## src/rtl/mac_feeder.sv

```systemverilog
// Operand sequencer for multiply_accumulate: window in, one cycle of MAC clear, pairs streamed under mac_ready, result out after LAT drain cycles.
// Optional MAC_FEEDER_SATURATE_EN clamps an overflowed captured result to all ones.
module mac_feeder #(
  parameter int DATA_W   = 4,
  parameter int RESULT_W = 16,
  parameter int DATA_LEN = 8,
  parameter int LAT      = 1
) (
  input  logic                         clk,
  input  logic                         aresetn,
  input  logic                         start,
  input  logic [DATA_LEN*DATA_W-1:0]   data_in,
  input  logic [DATA_LEN*DATA_W-1:0]   multi_in,
  output logic                         busy,
  output logic                         mac_reset,
  output logic                         mac_valid,
  input  logic                         mac_ready,
  output logic [DATA_W-1:0]            mac_a,
  output logic [DATA_W-1:0]            mac_b,
  input  logic [RESULT_W-1:0]          mac_result,
  input  logic                         mac_overflow,
  output logic [RESULT_W-1:0]          result,
  output logic                         overflow,
  output logic                         done
);

  localparam int IW = (DATA_LEN > 1) ? $clog2(DATA_LEN) : 1;
  localparam int CW = (LAT > 1) ? $clog2(LAT) : 1;

  typedef enum logic [2:0] {IDLE, CLEAR, ISSUE, DRAIN, DONE} state_t;

  state_t                           state_q, state_d;
  logic [IW-1:0]                    idx_q, idx_d;
  logic [CW-1:0]                    cnt_q, cnt_d;
  logic [DATA_LEN-1:0][DATA_W-1:0]  data_q, data_d;
  logic [DATA_LEN-1:0][DATA_W-1:0]  multi_q, multi_d;
  logic [RESULT_W-1:0]              result_q, result_d;
  logic                             overflow_q, overflow_d;
  logic                             done_q, done_d;
  logic                             busy_q, busy_d;
  logic                             mac_reset_q, mac_reset_d;
  logic                             mac_valid_q, mac_valid_d;
  logic [DATA_W-1:0]                mac_a_q, mac_a_d;
  logic [DATA_W-1:0]                mac_b_q, mac_b_d;

  always_comb begin
    state_d     = state_q;
    idx_d       = idx_q;
    cnt_d       = cnt_q;
    data_d      = data_q;
    multi_d     = multi_q;
    result_d    = result_q;
    overflow_d  = overflow_q;
    mac_reset_d = 1'b0;
    done_d      = 1'b0;
    case (state_q)
      IDLE: begin
        if (start) begin
          data_d      = data_in;
          multi_d     = multi_in;
          idx_d       = '0;
          cnt_d       = '0;
          mac_reset_d = 1'b1;
          state_d     = CLEAR;
        end
      end
      CLEAR: state_d = ISSUE;
      ISSUE: begin
        if (mac_valid_q && mac_ready) begin
          if (idx_q == IW'(DATA_LEN - 1)) begin
            cnt_d   = '0;
            state_d = DRAIN;
          end else begin
            idx_d = idx_q + 1'b1;
          end
        end
      end
      DRAIN: begin
        if (cnt_q == CW'(LAT - 1)) begin
`ifdef MAC_FEEDER_SATURATE_EN
          result_d = mac_overflow ? {RESULT_W{1'b1}} : mac_result;
`else
          result_d = mac_result;
`endif
          overflow_d = mac_overflow;
          done_d     = 1'b1;
          state_d    = DONE;
        end else begin
          cnt_d = cnt_q + 1'b1;
        end
      end
      DONE:    state_d = IDLE;
      default: state_d = IDLE;
    endcase
    // Outputs are registered from the next state so they line up with it.
    busy_d      = (state_d != IDLE);
    mac_valid_d = (state_d == ISSUE);
    mac_a_d     = mac_valid_d ? data_d[idx_d]  : '0;
    mac_b_d     = mac_valid_d ? multi_d[idx_d] : '0;
  end

  always_ff @(posedge clk or negedge aresetn) begin
    if (!aresetn) begin
      state_q     <= IDLE;
      idx_q       <= '0;
      cnt_q       <= '0;
      data_q      <= '0;
      multi_q     <= '0;
      result_q    <= '0;
      overflow_q  <= 1'b0;
      done_q      <= 1'b0;
      busy_q      <= 1'b0;
      mac_reset_q <= 1'b0;
      mac_valid_q <= 1'b0;
      mac_a_q     <= '0;
      mac_b_q     <= '0;
    end else begin
      state_q     <= state_d;
      idx_q       <= idx_d;
      cnt_q       <= cnt_d;
      data_q      <= data_d;
      multi_q     <= multi_d;
      result_q    <= result_d;
      overflow_q  <= overflow_d;
      done_q      <= done_d;
      busy_q      <= busy_d;
      mac_reset_q <= mac_reset_d;
      mac_valid_q <= mac_valid_d;
      mac_a_q     <= mac_a_d;
      mac_b_q     <= mac_b_d;
    end
  end

  assign busy      = busy_q;
  assign mac_reset = mac_reset_q;
  assign mac_valid = mac_valid_q;
  assign mac_a     = mac_a_q;
  assign mac_b     = mac_b_q;
  assign result    = result_q;
  assign overflow  = overflow_q;
  assign done      = done_q;

endmodule

```

## config.mk

```make
export PLATFORM = sky130hd
export DESIGN_NAME = mac_feeder
export DESIGN_NICKNAME = d
export VERILOG_FILES = /design/src/rtl/mac_feeder.sv
export SDC_FILE = /design/constraint.sdc
export NUM_CORES = 1
export LEC_CHECK = 0
export ABC_CLOCK_PERIOD_IN_PS = 6500
export CAP_MARGIN = 20
export CORE_MARGIN = 3
export CORE_UTILIZATION = 52
export CTS_CLUSTER_SIZE = 14
export DETAILED_ROUTE_END_ITERATION = 6
export HOLD_SLACK_MARGIN = 0.03
export PLACE_DENSITY_LB_ADDON = 0.2
export SETUP_SLACK_MARGIN = 0.4
export SYNTH_ARGS = -nofsm -noshare
export SYNTH_HDL_FRONTEND = slang
export SYNTH_SLANG_ARGS = --single-unit
```

## constraint.sdc

```tcl
create_clock -name clk -period 6.5 [get_ports clk]
set_clock_uncertainty 0.2 [all_clocks]
set_input_delay 0.65 -clock clk [delete_from_list [all_inputs] [get_ports clk]]
set_output_delay 0.65 -clock clk [all_outputs]
set_load 0.05 [all_outputs]
```

==> out/results.ini <==
[global_route]
antenna_found_initial = 0
grtUsageTotal_pct = 22.6
grt_max_degree = 69
use_met1_pct = 32.3
globalRouteMet2Util_pct = 35.1
grt_pass1_wl_um = 17400
grt-ovfl-total = 0
gr-max-usage-layer = met2
grtUsageMet3_pct = 5.14
grt_pass1_vias = 3585

[floorplan]
die_h_um = 97.7
fp-row-count = 32
core_um2 = 7930
ios = 114
initial_utilization_pct = 55.2
die_area_um2 = 9550
fp.dieW_um = 97.7

[synthesis]
synth_largest_area_cell = dfrtp_1
synth_ff_type = dfrtp_1
syn_area_um2 = 4380
synth_edf_count = 0
syn-num-nets = 569
synth_top_area_share_pct = 56.6
syn_inst = 483
seq_area_frac_synth_pct = 56.6
syn_avg_cell_area_um2 = 9.06
ys_types = 45
async_flop_share_pct = 100
synthTopCellsByArea = dfrtp_1 57%, nand2_1 21%, mux2i_1 3.9%, mux2_2 1.8%, o211ai_1 1.7%
ys_ff_latch = 99
yosys_warnings = 0

[cells_and_area]
fin_nets = 669
instances_no_fill = 689
syn2layout_area_growth_pct = 29.6
design_area_um2 = 5670
layout_commonest_cell = nand2_1
nFillCells = 644
regArea_um2 = 2480
multi_input_area_um2 = 1720
n_antenna_cell = 0
drive_gt1_share_pct = 5.45
final_cell_mix = 239 x nand2_1, 112 x clkdlybuf4s50_1, 99 x dfrtp_1, 17 x mux2i_1, 12 x a21oi_1

[timing]
tns_ns = 0
clock.fmax_ghz = 0.264
layout_min_cycle_time_ns = 3.79
max_slew_margin_pct = 50.5
finalWorstSetupSlack_ns = 2.71
setup_viol = 0
slew_violations = 0
finalHoldViolCount = 0
tightestPinTransition_ns = 0.741
post-route-period-util_pct = 58.4
rsz0062_at_grt = false

[critical_path]
worstPathMaxFanout = 68
crit_chain = clkdlybuf4s50_1, or4b_4, inv_2, buf_4, mux2_2, mux2i_1, nand2_1, a21oi_1, nor3b_1
cp-end-kind = flip-flop
critPathBufInv = 3
startpoint_type = input pin
max_stage_delay_ns = 0.79
crit_type = in -> reg
cp.required_ns = 6.54
crit_family = buffers and inverters
cpMaxStageDelayCell = or4b_4
cp.arrival_ns = 3.83

[drt]
dr.first_iter.drc_count = 259
vias = 3591
avgRoutedWirePerCell_um = 14.8
post_drt_via_cell_ratio = 5.21
wl_um = 10200
drc_errors = 0
drt_pass1_iterations = 4
ant_nets = 0

[cts]
h-tree-depth = 3
clock_sinks = 99
path_clk_slew_ns = 0.09
ctsLongestPathBuffers = 2
cts_tree = done
cts_made_buffers = 9
cts-root-buf = clkbuf_8
ctsHoldBuffers = 0
post-cts-setup-buffers = 0
cts_resized = 0
clock_latency_ns = 0.35

[power_and_ir_drop]
leakage_nw = 2.88
fin_total_pwr_mw = 2.68
irDropWorstVdd_uv = 318
p_per_area_nw_per_um2 = 472

[flow_run]
cap_violations = 0

[placement]
pre_cts_slack_ns = 2.38
dpl.cell_count = 674
gp_congestion = 0.843
placed_area_um2 = 5500
portBuffers = 113
place_hpwl_um = 7270

[status]
status = finished clean

[min_path]
min_path_type = in -> async

## synth_stat cells (2+ instances only)
cell type,n
buf_2,7
clkbuf_1,12
nand3_1,5
o211ai_1,10
o221ai_1,2
inv_1,6
nand2b_1,4
mux2i_1,17
mux2_2,7
nor3_1,3
buf_6,3
a21oi_1,12
inv_2,3
buf_4,4
o311a_1,2
a41o_1,2
o22ai_1,4
dfrtp_1,99
nand2_1,239
and3_1,2
a31oi_1,3
or3_1,4
nor2_1,6
o21ai_0,6
## layer usage
layer,share of wire (%),wire [um],up-vias
li1,-,-,1768
met1,45,4540,1695
met2,49,4960,118
met3,5.8,587,10
met4,1.1,114,0
met5,0,0,-
## power by group
part	switching [mW]	total (mW)	internal (mW)
registers	0.145	1.04	0.898
logic	0.825	1.29	0.464
clock network	0.207	0.344	0.138
## through the flow
stage | hold slack, ns | utilization [%]
after global routing | 0.111 | 71.5
final | 0.0874 | 71.5
after floorplan | 0.154 | -
after detailed placement | 0.256 | 69.4
after CTS | 0.0987 | 71.5
after global placement | 0.250 | 69.4
## worst paths after layout
kind / depth (start not counted) / endpoint / slack [ns] / from
max: 9 / mac_a[2]$_DFF_PN0_ / 2.71 / start
min: 1 / busy$_DFF_PN0_ / 0.09 / aresetn
max reg2reg: 8 / mac_a[2]$_DFF_PN0_ / 2.88 / state_q[0]$_DFF_PN0_
min reg2reg: 2 / multi_q[11]$_DFF_PN0_ / 0.28 / multi_q[11]$_DFF_PN0_
max in group asynchronous: 2 / multi_q[7]$_DFF_PN0_ / 4.95 / aresetn
min in group clk: 2 / multi_q[11]$_DFF_PN0_ / 0.28 / multi_q[11]$_DFF_PN0_
## worst register-to-register path: cells and delay by family, from the launching register on
kind            cells  cell delay, ns
compound gates      1            0.20
buf+inv             2            1.02
flops               1            0.48
mux                 2            0.54
simple gates        3            1.06
## logic make-up after synthesis
| family | count (synthesis) | synth area share [%] |
|---|---|---|
| flip-flops | 99 | 56.6 |
| multiplexers | 24 | 5.69 |
| buffers and inverters | 36 | 4.15 |
| adder cells (fa/ha/maj) | 1 | 0.286 |
| AND/OR/NAND/NOR | 271 | 25.1 |
| AO/OA/AOI/OAI | 51 | 7.92 |
| XOR/XNOR | 1 | 0.200 |
## sequential cells by signal, summed over array words and instances, names as in the netlist
| name | flops |
|---|---|
| multi_q | 32 |
| data_q | 32 |
| result | 16 |
| state_q | 3 |
| overflow | 1 |
| idx_q | 3 |
| mac_b | 4 |
| mac_reset | 1 |
| done | 1 |
| busy | 1 |
| mac_a | 4 |
| mac_valid | 1 |
## cell type report
cell class	instances	share of cell area (%)
Clock buffer	9	2.18
Clock inverter	6	0.750
Inverter	10	0.662
Multi-Input combinational cell	348	30.3
Sequential cell	99	43.7
Tap cell	102	2.25
Timing Repair Buffer	115	20.2
No activity file was read; power rests on OpenSTA's default activity.
